`config.mk`:
```
export PLATFORM = sky130hd
export DESIGN_NAME = conv_layer_ctrl
export DESIGN_NICKNAME = d
export VERILOG_FILES = /design/src/rtl/conv_pkg.sv /design/src/rtl/conv_param_bank.sv /design/src/rtl/conv_layer_ctrl.sv
export SDC_FILE = /design/constraint.sdc
export NUM_CORES = 1
export LEC_CHECK = 0
export CORE_UTILIZATION = 30
export DETAILED_ROUTE_END_ITERATION = 6
export GPL_TIMING_DRIVEN = 0
export PLACE_DENSITY = 0.54
export REMOVE_ABC_BUFFERS = 1
export SYNTH_ARGS = -nofsm -noshare
export SYNTH_HDL_FRONTEND = slang
export SYNTH_SLANG_ARGS = --single-unit
```
`constraint.sdc`:
```
create_clock -name clock -period 17.55 [get_ports clock]
set_clock_uncertainty 0.2 [all_clocks]
set_input_delay 3.51 -clock clock [delete_from_list [all_inputs] [get_ports clock]]
set_output_delay 3.51 -clock clock [all_outputs]
set_load 0.1 [all_outputs]
```
`src/rtl/conv_pkg.sv`:
```
// Shared state encoding, tap/parameter counts and output-geometry helper
// for the layer-level convolution controller.
package conv_pkg;

   localparam int NUM_TAPS   = 9;
   localparam int NUM_PARAMS = 18;

   typedef enum logic [2:0] {
      IDLE,
      LOAD,
      STREAM,
      DRAIN,
      DONE
   } conv_ctrl_state;

   // Output side length of a valid (unpadded) convolution; win is 1 or 3.
   function automatic logic [7:0] out_side(
      input logic [7:0] dim,
      input logic [1:0] win,
      input logic       stride
   );
      logic [7:0] span;
      span     = dim - {6'd0, win};
      out_side = (stride ? (span >> 1) : span) + 8'd1;
   endfunction

endpackage

```
`src/rtl/conv_param_bank.sv`:
```
// Serial-load register bank: the first NUM_TAPS bytes fill the weight bank,
// the next NUM_TAPS bytes fill the bias bank.
module conv_param_bank
   import conv_pkg::*;
#(
   parameter int DATA_WIDTH = 8,
   parameter int N_BYTES    = NUM_PARAMS
)
(
   input  logic                                 clock,
   input  logic                                 reset,
   input  logic                                 i_clear,
   input  logic                                 i_wr_en,
   input  logic [DATA_WIDTH-1:0]                i_data,
   output logic [NUM_TAPS-1:0][DATA_WIDTH-1:0]  o_weights,
   output logic [NUM_TAPS-1:0][DATA_WIDTH-1:0]  o_biases,
   output logic                                 o_load_done
);

   logic [4:0]                          r_idx;
   logic [NUM_TAPS-1:0][DATA_WIDTH-1:0] r_weights;
   logic [NUM_TAPS-1:0][DATA_WIDTH-1:0] r_biases;

   // Asserted during the write that completes the parameter set.
   assign o_load_done = i_wr_en && (r_idx == 5'(N_BYTES - 1));

   always_ff @(posedge clock) begin
      // NOTE: the banks are small register files, not RAM, so they take the
      // reset like any other state and read back as zero until loaded.
      if (reset) begin
         r_idx     <= '0;
         r_weights <= '0;
         r_biases  <= '0;
      end else if (i_clear) begin
         r_idx <= '0;
      end else if (i_wr_en) begin
         if (r_idx < 5'(NUM_TAPS)) begin
            r_weights[r_idx[3:0]] <= i_data;
         end else begin
            r_biases[4'(r_idx - 5'(NUM_TAPS))] <= i_data;
         end
         r_idx <= o_load_done ? 5'd0 : r_idx + 5'd1;
      end
   end

   assign o_weights = r_weights;
   assign o_biases  = r_biases;

endmodule

```
`src/rtl/conv_layer_ctrl.sv`:
```
// Sequences one conv engine over every channel of a layer: parameter load,
// pixel streaming and result drain per channel, then a one-cycle done pulse.
module conv_layer_ctrl
   import conv_pkg::conv_ctrl_state, conv_pkg::IDLE, conv_pkg::LOAD,
          conv_pkg::STREAM, conv_pkg::DRAIN, conv_pkg::DONE,
          conv_pkg::NUM_TAPS, conv_pkg::out_side;
#(
   parameter int DATA_WIDTH = 8,
   parameter int NUM_PARAMS = 18,
   parameter int CH_WIDTH   = 8
)
(
   input  logic                                 clock,
   input  logic                                 reset,
   input  logic                                 start,
   input  logic [7:0]                           cfg_input_dim,
   input  logic [1:0]                           cfg_window_dim,
   input  logic                                 cfg_stride,
   input  logic [CH_WIDTH-1:0]                  cfg_num_channels,
   input  logic [DATA_WIDTH-1:0]                param_data,
   input  logic                                 param_valid,
   output logic                                 param_ready,
   input  logic [DATA_WIDTH-1:0]                pix_data,
   input  logic                                 pix_empty,
   output logic                                 pix_rd_en,
   output logic [NUM_TAPS-1:0][DATA_WIDTH-1:0]  conv_weights,
   output logic [NUM_TAPS-1:0][DATA_WIDTH-1:0]  conv_biases,
   output logic                                 conv_stride,
   output logic [7:0]                           conv_input_dim,
   output logic [1:0]                           conv_window_dim,
   output logic [DATA_WIDTH-1:0]                conv_new_pixel,
   output logic                                 conv_new_data_valid,
   input  logic                                 conv_idle,
   input  logic [31:0]                          conv_result,
   input  logic                                 conv_result_valid,
   output logic                                 conv_out_accepting,
   output logic [31:0]                          out_data,
   output logic                                 out_valid,
   input  logic                                 out_ready,
   output logic [CH_WIDTH-1:0]                  out_channel,
   output logic                                 busy,
   output logic                                 done
);

   conv_ctrl_state      r_state;
   logic [7:0]          r_input_dim;
   logic [1:0]          r_window_dim;
   logic                r_stride;
   logic [CH_WIDTH-1:0] r_num_channels;
   logic [CH_WIDTH-1:0] r_channel;
   logic [15:0]         r_exp_pixels;
   logic [15:0]         r_exp_results;
   logic [15:0]         r_pix_cnt;
   logic [15:0]         r_res_cnt;
   logic                r_param_ready;
   logic                r_counting;
   logic                r_busy;
   logic                r_done;

   logic [1:0]          w_win;
   logic [7:0]          w_side;
   logic                w_accept_start;
   logic                w_param_xfer;
   logic                w_load_done;
   logic                w_pop;
   logic [15:0]         w_res_next;
   logic                w_drained;
   logic                w_last_channel;

   assign w_win          = (cfg_window_dim == 2'd3) ? 2'd3 : 2'd1;
   assign w_side         = out_side(cfg_input_dim, w_win, cfg_stride);
   assign w_accept_start = (r_state == IDLE) && start;
   assign w_param_xfer   = param_valid && r_param_ready;

   // NOTE: the pop is a continuous assign so the FIFO and engine see it in the
   // same cycle as their own handshake inputs; no latch, no extra cycle.
   assign w_pop = (r_state == STREAM) && !pix_empty && conv_idle &&
                  (r_pix_cnt < r_exp_pixels);

   // Completion must see a result arriving in the same cycle as the check.
   assign w_res_next     = r_res_cnt + (conv_result_valid ? 16'd1 : 16'd0);
   assign w_drained      = (w_res_next == r_exp_results);
   assign w_last_channel = (r_channel == r_num_channels - CH_WIDTH'(1));

   conv_param_bank #(
      .DATA_WIDTH (DATA_WIDTH),
      .N_BYTES    (NUM_PARAMS)
   ) u_param_bank (
      .clock       (clock),
      .reset       (reset),
      .i_clear     (w_accept_start),
      .i_wr_en     (w_param_xfer),
      .i_data      (param_data),
      .o_weights   (conv_weights),
      .o_biases    (conv_biases),
      .o_load_done (w_load_done)
   );

   always_ff @(posedge clock) begin
      if (reset) begin
         r_state        <= IDLE;
         r_input_dim    <= '0;
         r_window_dim   <= '0;
         r_stride       <= 1'b0;
         r_num_channels <= '0;
         r_channel      <= '0;
         r_exp_pixels   <= '0;
         r_exp_results  <= '0;
         r_pix_cnt      <= '0;
         r_res_cnt      <= '0;
         r_param_ready  <= 1'b0;
         r_counting     <= 1'b0;
         r_busy         <= 1'b0;
         r_done         <= 1'b0;
      end else begin
         r_done <= 1'b0;
         if (w_pop) begin
            r_pix_cnt <= r_pix_cnt + 16'd1;
         end
         if (r_counting && conv_result_valid) begin
            r_res_cnt <= w_res_next;
         end

         case (r_state)
            IDLE: begin
               if (start) begin
                  r_input_dim    <= cfg_input_dim;
                  r_window_dim   <= cfg_window_dim;
                  r_stride       <= cfg_stride;
                  r_num_channels <= cfg_num_channels;
                  r_exp_pixels   <= 16'(cfg_input_dim) * 16'(cfg_input_dim);
                  r_exp_results  <= 16'(w_side) * 16'(w_side);
                  if (cfg_num_channels == '0) begin
                     r_state <= DONE;
                     r_busy  <= 1'b1;
                     r_done  <= 1'b1;
                  end else if (cfg_input_dim >= {6'd0, w_win}) begin
                     r_state       <= LOAD;
                     r_channel     <= '0;
                     r_busy        <= 1'b1;
                     r_param_ready <= 1'b1;
                  end
               end
            end

            LOAD: begin
               if (w_load_done) begin
                  r_state       <= STREAM;
                  r_param_ready <= 1'b0;
                  r_counting    <= 1'b1;
                  r_pix_cnt     <= '0;
                  r_res_cnt     <= '0;
               end
            end

            STREAM: begin
               if (w_pop && (r_pix_cnt + 16'd1 == r_exp_pixels)) begin
                  r_state <= DRAIN;
               end
            end

            DRAIN: begin
               if (w_drained) begin
                  r_counting <= 1'b0;
                  if (w_last_channel) begin
                     r_state <= DONE;
                     r_done  <= 1'b1;
                  end else begin
                     r_state       <= LOAD;
                     r_channel     <= r_channel + CH_WIDTH'(1);
                     r_param_ready <= 1'b1;
                  end
               end
            end

            DONE: begin
               r_state   <= IDLE;
               r_busy    <= 1'b0;
               r_channel <= '0;
            end

            default: r_state <= IDLE;
         endcase
      end
   end

   assign param_ready         = r_param_ready;
   assign pix_rd_en           = w_pop;
   assign conv_new_data_valid = w_pop;
   assign conv_new_pixel      = pix_data;
   assign conv_stride         = r_stride;
   assign conv_input_dim      = r_input_dim;
   assign conv_window_dim     = r_window_dim;
   assign conv_out_accepting  = r_counting && out_ready;
   assign out_data            = conv_result;
   assign out_valid           = conv_result_valid;
   assign out_channel         = r_channel;
   assign busy                = r_busy;
   assign done                = r_done;

endmodule

```
==> results of run 1 <==
==> layer usage <==
metal / global-route usage (%) / vias up
met4: 3.51 / 2
li1: - / 6307
met3: 3.49 / 47
met1: 21.9 / 5905
met2: 25.4 / 318
met5: 1.17 / -
==> layout make-up <==
cell class	instances	area [um^2]	share of cell area, %
antenna	1	2.50	0.0137
sequential	244	4880	26.7
tap	664	831	4.54
timing repair buffer	212	2160	11.8
clock buffer	40	798	4.36
clock inverter	15	165	0.902
inverter	106	398	2.17
multi-input combinational	1320	9060	49.5
==> worst paths after layout <==
check / startpoint / to / slack, ps / cells after the start
setup reg to reg: r_pix_cnt[9] / r_state[0] / 13690 / 7
hold reg to reg: u_param_bank.o_biases[25] / u_param_bank.o_biases[25] / 250 / 2
hold / removal: u_param_bank.o_biases[25] / u_param_bank.o_biases[25] / 250 / 2
setup / recovery: cfg_input_dim[0] / r_exp_results[15] / 6810 / 21
==> through the flow <==
step           total power [W]  area (um^2)  std cells  setup WS [ps]
2_1_floorplan          0.00126        14300       1670           7910
3_3_place_gp           0.00143        17200       2538           6210
3_5_place_dp           0.00144        17300       2546           6160
4_1_cts                0.00205        18300       2601           6780
5_1_grt                0.00219        18300       2601           6070
6_report               0.00202        18300       2602           6810
==> cell usage after synthesis (all sizes together), types with 7 or more instances <==
master	count
a211oi	13
a21o	11
a21oi	157
and2	26
and3	16
and4	10
buf	51
clkbuf	98
dfxtp	244
fa	51
ha	88
inv	106
mux2i	81
nand2	240
nand2b	10
nand3	93
nand4	21
nor2	187
nor3	26
nor3b	7
o2111ai	7
o211ai	17
o21ai	20
o31ai	12
or2	7
or3	11
or4	7
xnor2	74
xor2	44
==> power by group through the flow <==
| stage | Sequential [W] | Clock [W] | Combinational (W) |
|---|---|---|---|
| 3_5_place_dp | 0.000612 | 0 | 0.000826 |
| 6_report | 0.000600 | 0.000599 | 0.000822 |
| 4_1_cts | 0.000600 | 0.000620 | 0.000833 |
| 5_1_grt | 0.000603 | 0.000642 | 0.000943 |
| 3_3_place_gp | 0.000612 | 0 | 0.000815 |
| 2_1_floorplan | 0.000632 | 0 | 0.000627 |
==> worst max-delay path, cell delays in order <==
cell and delay [ps]:
clkdlybuf4s50_1 820, inv_1 270, fa_1 570, a21oi_1 570, ha_1 300, nand4_1 130
nor3b_1 270, xor2_1 540, or2_1 230, inv_1 70, fa_1 480, fa_1 520
fa_1 510, fa_1 490, ha_1 240, a2111oi_0 520, nor3_1 170, nor3_1 280
nor2_1 70, or4_1 390, o211ai_1 90
==> placed cells by master, fill, tap and decap left out, types with 4 or more instances in the layout <==
cell type	netlist	final
inv_1	104	104
or2_1	4	4
fa_1	51	51
nand3b_1	5	5
nor3b_1	7	7
xnor2_1	74	74
nor3_1	25	25
dfxtp_1	244	244
a21o_1	11	11
clkbuf_1	98	9
nand3_1	93	93
o211ai_1	16	16
clkinv_2	0	7
a211o_1	4	4
mux2i_1	81	81
a211oi_1	12	12
o2111ai_1	7	7
o31ai_1	12	12
nor2_1	186	185
nand4_1	21	21
ha_1	88	88
or4_1	5	5
nor2b_1	6	6
and4_1	10	10
clkdlybuf4s50_1	0	203
a21oi_1	156	156
and2_1	26	25
xor2_1	44	44
or3_1	11	11
clkbuf_16	0	30
nand2_1	240	239
a31oi_1	6	6
o21bai_1	4	4
and3_1	16	16
o21ai_0	18	18
nand2b_1	10	10
==> logic make-up after synthesis <==
family                     Yosys count  synth area share, %
and+or+nand+nor                    687                 21.1
AOI/OAI and AO/OA                  290                 12.3
buffers and inverters              255                 7.57
DFF                                244                 32.4
adders and majority gates          139                 14.1
xor gates and xnor gates           118                 6.86
muxes                               84                 5.61
other                                1               0.0249
==> flip-flops by register name, indices dropped and copies added, names as in the netlist, 14 cells and up <==
signal	count
r_res_cnt	16
u_param_bank.o_biases	72
r_exp_results	15
r_pix_cnt	16
u_param_bank.o_weights	72
r_exp_pixels	14
==> qor.yml, run 1 <==
syn_area_per_cell_um2: 8.28
io_buffers: 204
p_per_area_nw_per_um2: 110
vias_per_cell: 4.83
yosys_warnings: 0
async_reset_ff_share_pct: 0
wl_met3_um: 2580
wl_met1_um: 19900
grt_pass1_wl_um: 66200
min_period_ps: 10740
cts_resized: 0
crit_type: "input port to flip-flop"
drive_gt1_share_pct: 4.34
clk_path_buf_depth: 3
cts_buffers: 30
fillers: 5143
postCtsHoldBufs: 0
antenna_found_initial: 0
drt_iter0_markers: 597
tritoncts: "done"
final_util_pct: 37.2
worst_ir_drop_vdd_mv: 0.0707
holdWs_ps: 252
synth_edf_count: 0
synth.top_cell.area_share_pct: 32.4
power_switching_w: 0.000744
dieWidth_um: 226
rows: 81
ant_nets: 0
place.gp.congestion: 0.849
fp.dieArea_um2: 51100
rsz0062_at_grt: "false"
maxCapViolations: 0
overflow: 0
outcome: "complete, no violations"
cts.clk_slew.worst_paths_ps: 60
tightestPinTransition_ps: 1320
max_slew_margin_pct: 11.6
wl_per_cell_um: 16.0
synth_ff_type: "dfxtp_1"
startpoint_type: "input port"
finalSetupTns_ps: 0
dp_hpwl_um: 30400
clk_latency_ps: 580
area_delta_synth_final_pct: 21.5
pin_count: 285
start_util_pct: 30.6
wl_met2_um: 18400
grt_pass1_vias: 12000
drtPass1Iterations: 5
synthTopCellsByArea: "dfxtp_1, ha_1, fa_1"
leakagePower_nw: 7.32
fmax_ghz: 0.0931
nets: 2128
critPathArrivalTime_ps: 11050
sw_frac_of_total_pct: 36.8
p_clk_share_pct: 29.6
synth_seq_cells: 244
syn_area_um2: 15100
clkSinkCount: 244
finalMaxSlewViolations: 0
crit_path_max_fanout: 12
synth_top_cell_by_area: "dfxtp_1"
finalSetupViolCount: 0
netlist_instances: 1818
finalHoldViolations: 0
combPwrFrac_pct: 40.7
hold_path_class: "flip-flop to flip-flop"
cts-root-buf: "clkbuf_16"
grt_start_max_net_pins: 143
required_ps: 17860
grt_usage_pct: 16.0
synth-seq-area-share_pct: 32.4
htree_levels: 1
fin_crit_sh_pct: 61.2
dieHeight_um: 226
synth_cell_types: 83
drc_errors: 0
post_cts_buffers: 0
highest_layer: "met5"
core_um2: 49300
routed_wirelength_um: 41500
p_int_w: 0.00128
vias: 12600
sequentialPowerShare_pct: 29.7
crit_path_end_kind: "flip-flop"
(Power assumes the default switching activity.)
==> inputs of run 2 (changes only) <==
- PLACE_DENSITY: 0.54 -> 0.56
- clock period: 17.55 -> 9.6 ns (I/O delays scaled with it)
==> qor.yml, run 2 (synthesis results as in run 1) <==
postCtsHoldBufs: 0  # unchanged
dieHeight_um: 226  # unchanged
grt-busiest-layer: "met2"
clk_path_buf_depth: 3  # unchanged
pin_count: 285  # unchanged
clkSinkCount: 244  # unchanged
finalMaxSlewViolations: 0  # unchanged
power_switching_w: 0.00135  # +81%
min_period_ps: 9070
worst_ir_drop_vdd_mv: 0.151  # +110%
grt_pass1_wl_um: 66500  # +0.48%
leakagePower_nw: 7.37  # +0.60%
crit_type: "input port to flip-flop"
ant_nets: 0  # unchanged
crit_path_end_kind: "flip-flop"
fp.dieArea_um2: 51100  # unchanged
grt_use_met2_pct: 26.1  # +0.73 points
drtPass1Iterations: 4  # -1
diodes: 0  # -1
final_cell_mix: "dfxtp_1, nand2_1, clkdlybuf4s50_1, nor2_1, a21oi_1"
grt_start_max_net_pins: 131  # -8.4%
drive_gt1_share_pct: 4.45  # +0.11 points
max_slew_margin_pct: 17.3  # +5.7 points
r2r-start: "r_pix_cnt[2]"
cts.clk_slew.worst_paths_ps: 60  # about the same
tritoncts: "done"
grt_usage_pct: 16.0  # +0.064 points
r2r_slack_ps: 5850  # -7840 ps
finalSetupViolCount: 0  # unchanged
tightestPinTransition_ps: 1240  # -79.2 ps
clk_latency_ps: 580  # about the same
sw_frac_of_total_pct: 35.7  # -1.1 points
place.gp.congestion: 0.841  # -1.0%
startpoint_type: "input port"
core_um2: 49300  # unchanged
drc_errors: 0  # unchanged
holdWs_ps: 253  # +0.788 ps
multi_input_area_um2: 9070  # +0.12%
dp_slack_ps: -127  # -6290 ps
area_delta_synth_final_pct: 22.0
fin_ws_ps: 526  # -6280 ps
start_util_pct: 30.6  # unchanged
rsz0062_at_grt: "false"
finalSetupTns_ps: 0  # unchanged
final_common_cell: "dfxtp_1"
drt_iter0_markers: 706  # +18%
endpoint: "r_exp_results[15]"
p_clk_share_pct: 31.3  # +1.7 points
dp_hpwl_um: 30600  # +0.49%
crit_path_max_fanout: 12  # unchanged
nets: 2127  # -0.047%
grt_use_met1_pct: 21.6  # -0.27 points
crit_start: "cfg_input_dim[0]"
finalHoldViolations: 0  # unchanged
vias: 12700  # +1.0%
fmax_ghz: 0.110
fillers: 5080  # -1.2%
reg2reg_to: "r_state[0]"
io_buffers: 204  # unchanged
combPwrFrac_pct: 39.6  # -1.1 points
vias_per_cell: 4.89  # +1.2%
overflow: 0  # unchanged
ff_latch_area_um2: 4880  # unchanged
maxCapViolations: 0  # unchanged
hold_path_class: "flip-flop to flip-flop"
htree_levels: 1  # unchanged
antenna_found_initial: 1  # +1
fin_crit_sh_pct: 94.5
outcome: "complete, no violations"
reg2reg_depth: 8  # +1
met3_usage_pct: 3.01  # -0.48 points
critPathArrivalTime_ps: 9370  # -1680 ps
dieWidth_um: 226  # unchanged
sequentialPowerShare_pct: 29.1  # -0.6 points
cts_buffers: 29  # -3.3%
cts-root-buf: "clkbuf_16"
routed_wirelength_um: 42000  # +1.2%
p_per_area_nw_per_um2: 205  # +86%
p_int_w: 0.00243  # +90%
required_ps: 9900  # -7960 ps
wl_per_cell_um: 16.2  # +1.4%
rows: 81  # unchanged
grt_pass1_vias: 12200  # +1.0%
==> run 2: worst min path at each step <==
stage,to,slack [ps],from,cells after the start
detailed placement,u_param_bank.o_biases[20],250,u_param_bank.o_biases[20],2
global placement,u_param_bank.o_biases[27],240,u_param_bank.o_biases[27],2
CTS,u_param_bank.o_biases[20],250,u_param_bank.o_biases[20],2
finish,u_param_bank.o_weights[23],250,u_param_bank.o_weights[23],2
floorplan,r_exp_results[10],240,r_exp_results[10],2
global route,u_param_bank.o_weights[26],270,u_param_bank.o_weights[26],2
==> run 2: worst max-delay path, stage by stage <==
cell	delay, ps
clkdlybuf4s50_1	780
inv_1	250
fa_1	560
xnor2_1	210
mux2i_1	370
ha_1	260
nand4_1	130
nor3b_1	310
xor2_1	550
or2_1	220
inv_1	70
fa_1	480
fa_1	520
fa_1	510
fa_1	490
ha_1	240
a2111oi_0	520
nor3_1	170
nor3_1	260
nor2_1	70
or4_1	390
o211ai_1	100
==> run 2: metrics by stage <==
step / cell area (um^2) / utilization, % / std cells / total power [W]
after floorplan: 14300 / - / 1670 / 0.00230
after detailed placement: 17300 / 35.2 / 2546 / 0.00263
final: 18400 / 37.3 / 2598 / 0.00378
after global placement: 17200 / 34.9 / 2538 / 0.00261
after CTS: 18400 / 37.3 / 2598 / 0.00384
after global routing: 18400 / 37.3 / 2598 / 0.00409
==> run 2: timing repair <==
| item | in CTS | in global routing |
|---|---|---|
| buffers inserted | 0 | 0 |
| gates resized for setup | 0 | 2 |
| endpoints found under the setup margin | 0 | 1 |
==> run 2: power groups by stage <==
stage	clock network, W	registers, W	logic, W
floorplan	0	0.00115	0.00115
global placement	0	0.00112	0.00149
detailed placement	0	0.00112	0.00151
CTS	0.00122	0.00110	0.00152
global route	0.00127	0.00110	0.00172
finish	0.00118	0.00110	0.00150
==> run 2: layout make-up <==
type                            count  share of cell area (%)
Multi-Input combinational cell   1320                    49.4
Sequential cell                   244                    26.6
Timing Repair Buffer              212                    11.8
Clock buffer                       41                    4.52
Tap cell                          664                    4.52
Inverter                          106                    2.17
Clock inverter                     11                    1.09
==> run 2: per-layer routing <==
layer / share of wire (%) / vias to the layer above
li1: - / 6298
met1: 47 / 6033
met2: 45 / 325
met3: 5.9 / 52
met4: 1.8 / 0
met5: 0 / -
==> inputs of run 3 (changes only) <==
- CTS_CLUSTER_DIAMETER: default -> 80
- SLEW_MARGIN: default -> 20
==> qor.yml, run 3 (synthesis results as in run 1) <==
worstHoldPathCells: 2  # unchanged
cp_slowest_cell: "clkdlybuf4s50_1"
postCtsHoldBufs: 0  # unchanged
grt_start_max_net_pins: 129  # -1.5%
tritoncts: "done"
drc_errors: 0  # unchanged
wl_per_cell_um: 16.1  # -0.71%
nets: 2130  # +0.14%
rsz0062_at_grt: "false"
min_period_ps: 9030  # -46.6 ps
cts.clk_slew.worst_paths_ps: 60  # about the same
reg2reg_depth: 8  # unchanged
endpoint: "r_exp_results[15]"
dp_hpwl_um: 30200  # -1.1%
startpoint_type: "input port"
routed_wirelength_um: 41800  # -0.59%
finalHoldViolations: 0  # unchanged
htree_levels: 1  # unchanged
slowest_delay_ps: 780  # about the same
final_cell_mix: "dfxtp_1, nand2_1, clkdlybuf4s50_1, nor2_1, a21oi_1"
path_cells: "clkdlybuf4s50_1, inv_1, fa_1, xnor2_1, mux2i_1, ha_1, nand4_1, nor3b_1, xor2_1, or2_1, inv_1, fa_1, fa_1, fa_1, fa_1, ha_1, a2111oi_0, nor3_1, nor3_1, nor2_1, or4_1, o211ai_1"
grt_pass1_vias: 12200  # +0.082%
r2r-start: "r_res_cnt[7]"
tightestPinTransition_ps: 1070  # -167 ps
ff_latch_area_um2: 4880  # unchanged
start_util_pct: 30.6  # unchanged
cts_resized: 0  # unchanged
rows: 81  # unchanged
pin_count: 285  # unchanged
outcome: "complete, no violations"
drtPass1Iterations: 5  # +1
finalSetupViolCount: 0  # unchanged
overflow: 0  # unchanged
io_buffers: 204  # unchanged
cts-root-buf: "clkbuf_16"
finalSetupTns_ps: 0  # unchanged
critPathArrivalTime_ps: 9330  # -40 ps
p_per_area_nw_per_um2: 204  # -0.50%
clk_latency_ps: 580  # about the same
place.gp.congestion: 0.841  # unchanged
drive_gt1_share_pct: 4.90  # +0.46 points
area_delta_synth_final_pct: 21.9  # about the same
core_um2: 49300  # unchanged
fmax_ghz: 0.111  # +0.52%
dieWidth_um: 226  # unchanged
grt_pass1_wl_um: 66100  # -0.58%
multi_input_area_um2: 9090  # +0.23%
path_buf_inv: 3  # unchanged
reg2reg_to: "out_channel[2]"
maxCapViolations: 0  # unchanged
post_cts_buffers: 0  # unchanged
clk_path_buf_depth: 3  # unchanged
path_common_cell: "fa_1"
dieHeight_um: 226  # unchanged
cts_buffers: 31  # +6.9%
finalPower_w: 0.00375  # -0.59%
ant_nets: 0  # unchanged
crit_path_end_kind: "flip-flop"
required_ps: 9900  # about the same
worst-path-stages: 22  # unchanged
cpLargestDelayFamily: "adder cells"
vias_per_cell: 4.91  # +0.35%
worst_ir_drop_vdd_mv: 0.150  # -0.54%
crit_path_max_fanout: 12  # unchanged
fp.dieArea_um2: 51100  # unchanged
r2r_slack_ps: 6010  # +160 ps
hold_path_class: "flip-flop to flip-flop"
diodes: 0  # unchanged
final_common_cell: "dfxtp_1"
fillers: 5129  # +0.96%
crit_type: "input port to flip-flop"
grt_usage_pct: 16.0  # -0.071 points
vias: 12800  # +0.46%
crit_start: "cfg_input_dim[0]"
max_slew_margin_pct: 28.2  # +11 points
clkSinkCount: 244  # unchanged
fin_crit_sh_pct: 94.0  # -0.49 points
antenna_found_initial: 0  # -1
finalMaxSlewViolations: 0  # unchanged
leakagePower_nw: 7.38  # +0.11%
drt_iter0_markers: 718  # +1.7%
-- run 3: changes by cell type in the layout (fill, tap and decap cells not counted), moves of 2 or more --
cell | before | now
a21oi_1 | 155 | 153
a21oi_2 | 2 | 4
clkbuf_16 | 29 | 31
buf_2 | 0 | 4
clkinv_2 | 3 | 6
clkbuf_1 | 6 | 4
buf_12 | 2 | 0
bufinv_16 | 5 | 2
-- run 3: power breakdown --
part | switching (W) | internal, W | total [W]
sequential | 0.0000433 | 0.00105 | 0.00110
clock | 0.000456 | 0.000699 | 0.00116
combinational | 0.000860 | 0.000642 | 0.00150
-- run 3: worst min-delay path: cells and delay by family, from the launching register on --
kind,cells,cell delay [ps]
simple gates,1,50
compound gates,1,50
flops,1,310
-- run 3: stage by stage --
stage	util, %	std cells	setup slack (ps)	hold slack (ps)	cell area, um^2
6_report	37.3	2601	572	253	18400
5_1_grt	37.3	2601	45.0	269	18400
4_1_cts	37.2	2600	493	255	18300
3_5_place_dp	35.2	2546	-121	247	17300
3_3_place_gp	34.9	2538	-218	242	17200
2_1_floorplan	-	1670	1550	238	14300
-- run 3: how the worst min path moves through the flow --
stage	start	endpoint
finish	u_param_bank.o_weights[23]	u_param_bank.o_weights[23]
global route	u_param_bank.o_weights[63]	u_param_bank.o_weights[63]
floorplan	r_exp_results[10]	r_exp_results[10]
detailed placement	u_param_bank.o_biases[27]	u_param_bank.o_biases[27]
global placement	u_param_bank.o_biases[27]	u_param_bank.o_biases[27]
CTS	u_param_bank.o_biases[27]	u_param_bank.o_biases[27]
-- run 3: layer usage --
layer | global-route usage (%) | up-vias | part of all wire [%]
li1 | - | 6310 | -
met1 | 21.4 | 6083 | 47
met2 | 25.8 | 325 | 45
met3 | 3.46 | 47 | 6.3
met4 | 3.84 | 2 | 1.6
met5 | 1.27 | - | 0.065
-- run 3: layout make-up --
type	instances	area share, %
inverter	106	2.17
clock inverter	12	0.750
clock buffer	42	4.83
tap	664	4.52
multi-input combinational	1320	49.5
sequential	244	26.6
timing repair buffer	213	11.6
